## config.mk

```make
export PLATFORM = sky130hd
export DESIGN_NAME = mult_seq
export DESIGN_NICKNAME = d
export VERILOG_FILES = /design/src/rtl/mult_seq.sv
export SDC_FILE = /design/constraint.sdc
export NUM_CORES = 1
export LEC_CHECK = 0
export CAP_MARGIN = 20
export CORE_MARGIN = 8
export CORE_UTILIZATION = 60
export DETAILED_ROUTE_END_ITERATION = 8
export MAX_ROUTING_LAYER = met4
export PLACE_DENSITY_LB_ADDON = 0.08
export SYNTH_ARGS = -nofsm -noshare
export SYNTH_HDL_FRONTEND = slang
export SYNTH_SLANG_ARGS = --single-unit
```

## constraint.sdc

```tcl
create_clock -name clk -period 12.3 [get_ports clk]
set_input_delay 2.46 -clock clk [delete_from_list [all_inputs] [get_ports clk]]
set_output_delay 2.46 -clock clk [all_outputs]
set_load 0.02 [all_outputs]
```

## src/rtl/mult_seq.sv

```systemverilog
// Sequential radix-2 shift-add multiplier for the MIPS mult/multu HI/LO path.
// One partial product per cycle; result registered on the last iteration.
module mult_seq #(
  parameter int unsigned WIDTH = 32
) (
  input  logic             clk,
  input  logic             reset,
  input  logic             validIn,
  input  logic             sign,
  input  logic [WIDTH-1:0] SrcA,
  input  logic [WIDTH-1:0] SrcB,
  output logic             busy,
  output logic             validOut,
  output logic [WIDTH-1:0] Hi,
  output logic [WIDTH-1:0] Lo
);

  localparam int unsigned CntW = $clog2(WIDTH);

  typedef enum logic [1:0] {StIdle, StRun, StDone} state_e;

  state_e             r_state;
  state_e             w_state_next;
  logic [WIDTH-1:0]   r_mcand;
  logic [WIDTH-1:0]   r_mplier;
  logic               r_neg;
  logic [2*WIDTH-1:0] r_acc;
  logic [CntW-1:0]    r_count;
  logic               r_valid;
  logic [WIDTH-1:0]   r_hi;
  logic [WIDTH-1:0]   r_lo;

  logic [WIDTH-1:0]   w_mag_a;
  logic [WIDTH-1:0]   w_mag_b;
  logic [2*WIDTH-1:0] w_addend;
  logic [2*WIDTH-1:0] w_acc_sum;
  logic [2*WIDTH-1:0] w_product;
  logic               w_last;

  // Operands are held as magnitudes; 0x80000000 negates to itself, read as unsigned.
  assign w_mag_a   = (sign && SrcA[WIDTH-1]) ? (~SrcA + WIDTH'(1)) : SrcA;
  assign w_mag_b   = (sign && SrcB[WIDTH-1]) ? (~SrcB + WIDTH'(1)) : SrcB;

  assign w_addend  = r_mplier[r_count] ? ({{WIDTH{1'b0}}, r_mcand} << r_count) : '0;
  assign w_acc_sum = r_acc + w_addend;
  assign w_product = r_neg ? (~w_acc_sum + (2*WIDTH)'(1)) : w_acc_sum;
  assign w_last    = (r_count == CntW'(WIDTH - 1));

  always_comb begin
    w_state_next = r_state;
    unique case (r_state)
      StIdle:  if (validIn) w_state_next = StRun;
      StRun:   if (w_last) w_state_next = StDone;
      StDone:  w_state_next = StIdle;
      default: w_state_next = StIdle;
    endcase
  end

  always_ff @(posedge clk) begin
    if (reset) begin
      r_state  <= StIdle;
      r_mcand  <= '0;
      r_mplier <= '0;
      r_neg    <= 1'b0;
      r_acc    <= '0;
      r_count  <= '0;
      r_valid  <= 1'b0;
      r_hi     <= '0;
      r_lo     <= '0;
    end else begin
      r_state <= w_state_next;
      r_valid <= 1'b0;
      case (r_state)
        StIdle: begin
          if (validIn) begin
            r_mcand  <= w_mag_a;
            r_mplier <= w_mag_b;
            r_neg    <= sign & (SrcA[WIDTH-1] ^ SrcB[WIDTH-1]);
            r_acc    <= '0;
            r_count  <= '0;
          end
        end
        StRun: begin
          r_acc   <= w_acc_sum;
          r_count <= r_count + CntW'(1);
          if (w_last) begin
            r_hi    <= w_product[2*WIDTH-1:WIDTH];
            r_lo    <= w_product[WIDTH-1:0];
            r_valid <= 1'b1;
          end
        end
        default: ;
      endcase
    end
  end

  assign busy     = (r_state != StIdle);
  assign validOut = r_valid;
  assign Hi       = r_hi;
  assign Lo       = r_lo;

endmodule
```

==> results.yml <==
floorplanning:
  ioPinCount: 134
  num_rows: 61
  die_x_um: 183
  die_y_um: 183
  start_util_pct: 60.6
  die_area_mm2: 0.0335
  core_mm2: 0.0276
grt:
  grt_overflow: 0
  grtUsageTotal_pct: 34.0
  grt_antenna_before_repair: 0
  grt_pass1_vias: 16600
  grt_max_degree: 127
  grt_pass1_wl_um: 89800
setup_path:
  path_class: "register to register"
  crit_arrival_ps: 8230
  crit_required_ps: 12740
  worst_setup_path_end_kind: "register"
  start_kind: "register"
  cp_max_fo: 55
final_layout:
  area_delta_synth_final_pct: 12.4
  fillers: 2358
  stdcell_area_mm2: 0.0188
  layout.nets: 2389
  diodes: 0
  drive_gt1_share_pct: 6.40
yosys:
  synth_common_cells: "317 x nor2_1, 229 x nand2_1, 201 x dfxtp_1"
  netlist_area_mm2: 0.0168
  synth_top_area_share_pct: 24.0
  yosys.cell_count.top_type: "nor2_1"
  synth-seq-area-share_pct: 24.0
  syn_nets: 2375
  synthCells: 2238
  yosys_warnings: 0
  synth_edf_count: 0
  synth_ff_type: "dfxtp_1"
  async_flop_share_pct: 0
  syn_area_per_cell_um2: 7.49
  synth-seq-cells: 201
  synth_area_leaders: "dfxtp_1 24%, nor2_1 7.1%, a211oi_1 5.4%"
  synth_area_leader_cell: "dfxtp_1"
  ys_types: 90
placement:
  place_hpwl_um: 43900
  dpl_cell_area_mm2: 0.0181
  place_congestion: 1.02
  numPortBuffers: 133
sta:
  hold_viol_final: 0
  fin_crit_sh_pct: 63.3
  setup_viol: 0
  rsz0062_at_grt: "no"
  clock-skew-final_ps: 19.2
  worst_slew_pin_slew_ps: 1140
  timing.fmax_ghz: 0.128
  finalSetupTns_ps: 0
  final_max_slew_viol_count: 0
  fin_crit_ps: 7790
  slew_headroom_pct: 23.2
clock_network:
  clk_latency_ps: 530
  cts_buffers: 22
  htreeDepth: 1
  clock_sinks: 201
  cts_setup_buffers: 0
  post_cts_resized: 0
  ctsRootBufferMaster: "clkbuf_16"
  path_clk_slew_ps: 60
  ctsHoldBuffers: 0
  cts_buffer_depth: 3
  cts_tree: "done"
power:
  internal_power_uw: 1220
  clkPwrFrac_pct: 40.1
  power_frac_comb_pct: 20.4
  sw_frac_of_total_pct: 30.5
  p_switching_uw: 535
  power_density_mw_per_mm2: 93.1
  seq_power_share_pct: 39.5
  vdd_drop_max_uv: 76.0
  p_leak_uw: 0.00672
routing:
  firstDrtPassIters: 6
  viasPerCell: 6.70
  drt-initial-drc-count: 1876
  highest_layer: "met4"
  detail_route.wl_per_cell_um: 21.9
  drc: 0
  ant_nets: 0
  routed_wl_um: 57900
  vias: 17700
  m1WireLength_um: 25000
  met3_length_um: 5470
  dr_wl_met2_um: 25600
min_path:
  hold_path_class: "register to register"
outcome:
  status: "complete, no violations"
run:
  max-cap-violations: 0
-- power by group through the flow --
stage / Combinational [µW] / Sequential, µW / Clock, µW
after global placement: 334 / 703 / 0
after global routing: 383 / 694 / 737
final: 357 / 692 / 704
after detailed placement: 344 / 705 / 0
after floorplan: 243 / 697 / 0
after CTS: 348 / 692 / 708
-- through the flow --
stage | instances | setup WS [ps] | total power [µW] | hold WS [ps] | utilization, %
2_1_floorplan | 2238 | 5910 | 940 | 429 | -
3_3_place_gp | 2606 | 4850 | 1040 | 440 | 65.5
3_5_place_dp | 2606 | 4660 | 1050 | 446 | 65.5
4_1_cts | 2644 | 4620 | 1750 | 456 | 68.2
5_1_grt | 2644 | 3950 | 1810 | 476 | 68.2
6_report | 2644 | 4510 | 1750 | 458 | 68.2
-- layout by cell type, fill, tap and decap left out, types with 22 or more instances in the layout --
master           Yosys  final
a211oi_1           121    121
a21o_1              22     22
a21oi_1            179    179
a31oi_1             24     24
and2_1              24     23
clkbuf_16            0     23
clkdlybuf4s50_1      0    132
dfxtp_1            201    196
ha_1                68     68
inv_1               36     36
mux2_2              25     25
mux2i_1             38     38
mux4_2              33     33
nand2_1            229    228
nand3_1             90     90
nand4_1             38     38
nor2_1             317    317
nor3_1              37     37
o21a_1              23     23
o21ai_0            123    123
o31ai_1             24     24
or3_1               25     25
xnor2_1             70     70
xor2_1              77     77
-- final timing paths --
check / slack (ps) / endpoint / cells after the start / startpoint
setup / recovery: 4510 / Hi[28]$_SDFFE_PP0P_ / 19 / r_count[0]$_SDFFE_PP0P_
hold / removal: 460 / Lo[29]$_SDFFE_PP0P_ / 2 / Lo[29]$_SDFFE_PP0P_
setup reg to reg: 4510 / Hi[28]$_SDFFE_PP0P_ / 19 / r_count[0]$_SDFFE_PP0P_
hold reg to reg: 460 / Lo[29]$_SDFFE_PP0P_ / 2 / Lo[29]$_SDFFE_PP0P_
-- worst max-delay path, cell delays in order (launching register included) --
cell and delay (ps):
dfxtp_2 310, buf_4 590, mux4_2 580, mux4_2 510
nand2b_1 320, and2_1 930, nor2_1 160, ha_1 470
nand2_1 150, nor4_1 460, nand3_1 240, a211oi_1 700
nor2_1 140, xnor2_1 230, a221o_1 380, nor3_2 340
nand4_2 270, o41ai_1 480, xnor2_1 120, a211oi_1 270
-- sequential cells by signal (all words and copies together), names as in the netlist --
name      count
validOut      1
r_acc        64
Lo           32
r_mplier     32
r_neg         1
r_state       2
r_mcand      32
r_count       5
Hi           32
-- per-layer routing --
metal / global-route usage [%] / vias up
met5: - / -
met4: 11.2 / 0
met3: 5.09 / 142
met2: 52.4 / 928
met1: 45.1 / 8353
li1: - / 8281
-- cell type report --
| cell class | count | area (µm²) | share of cell area (%) |
|---|---|---|---|
| Multi-Input combinational cell | 1846 | 12000 | 63.8 |
| Clock buffer | 30 | 622 | 3.30 |
| Inverter | 36 | 135 | 0.718 |
| Tap cell | 378 | 473 | 2.51 |
| Sequential cell | 201 | 4030 | 21.4 |
| Timing Repair Buffer | 145 | 1420 | 7.55 |
| Clock inverter | 8 | 126 | 0.671 |
-- kinds of logic after synthesis --
| logic type | share of synthesized area (%) |
|---|---|
| buffers and inverters | 4.36 |
| flip-flops | 24.0 |
| AO/OA/AOI/OAI | 26.7 |
| adder cells (fa/ha/maj) | 5.20 |
| XOR/XNOR | 7.68 |
| multiplexers | 8.39 |
| AND/OR/NAND/NOR | 23.6 |
(Power assumes the default switching activity.)
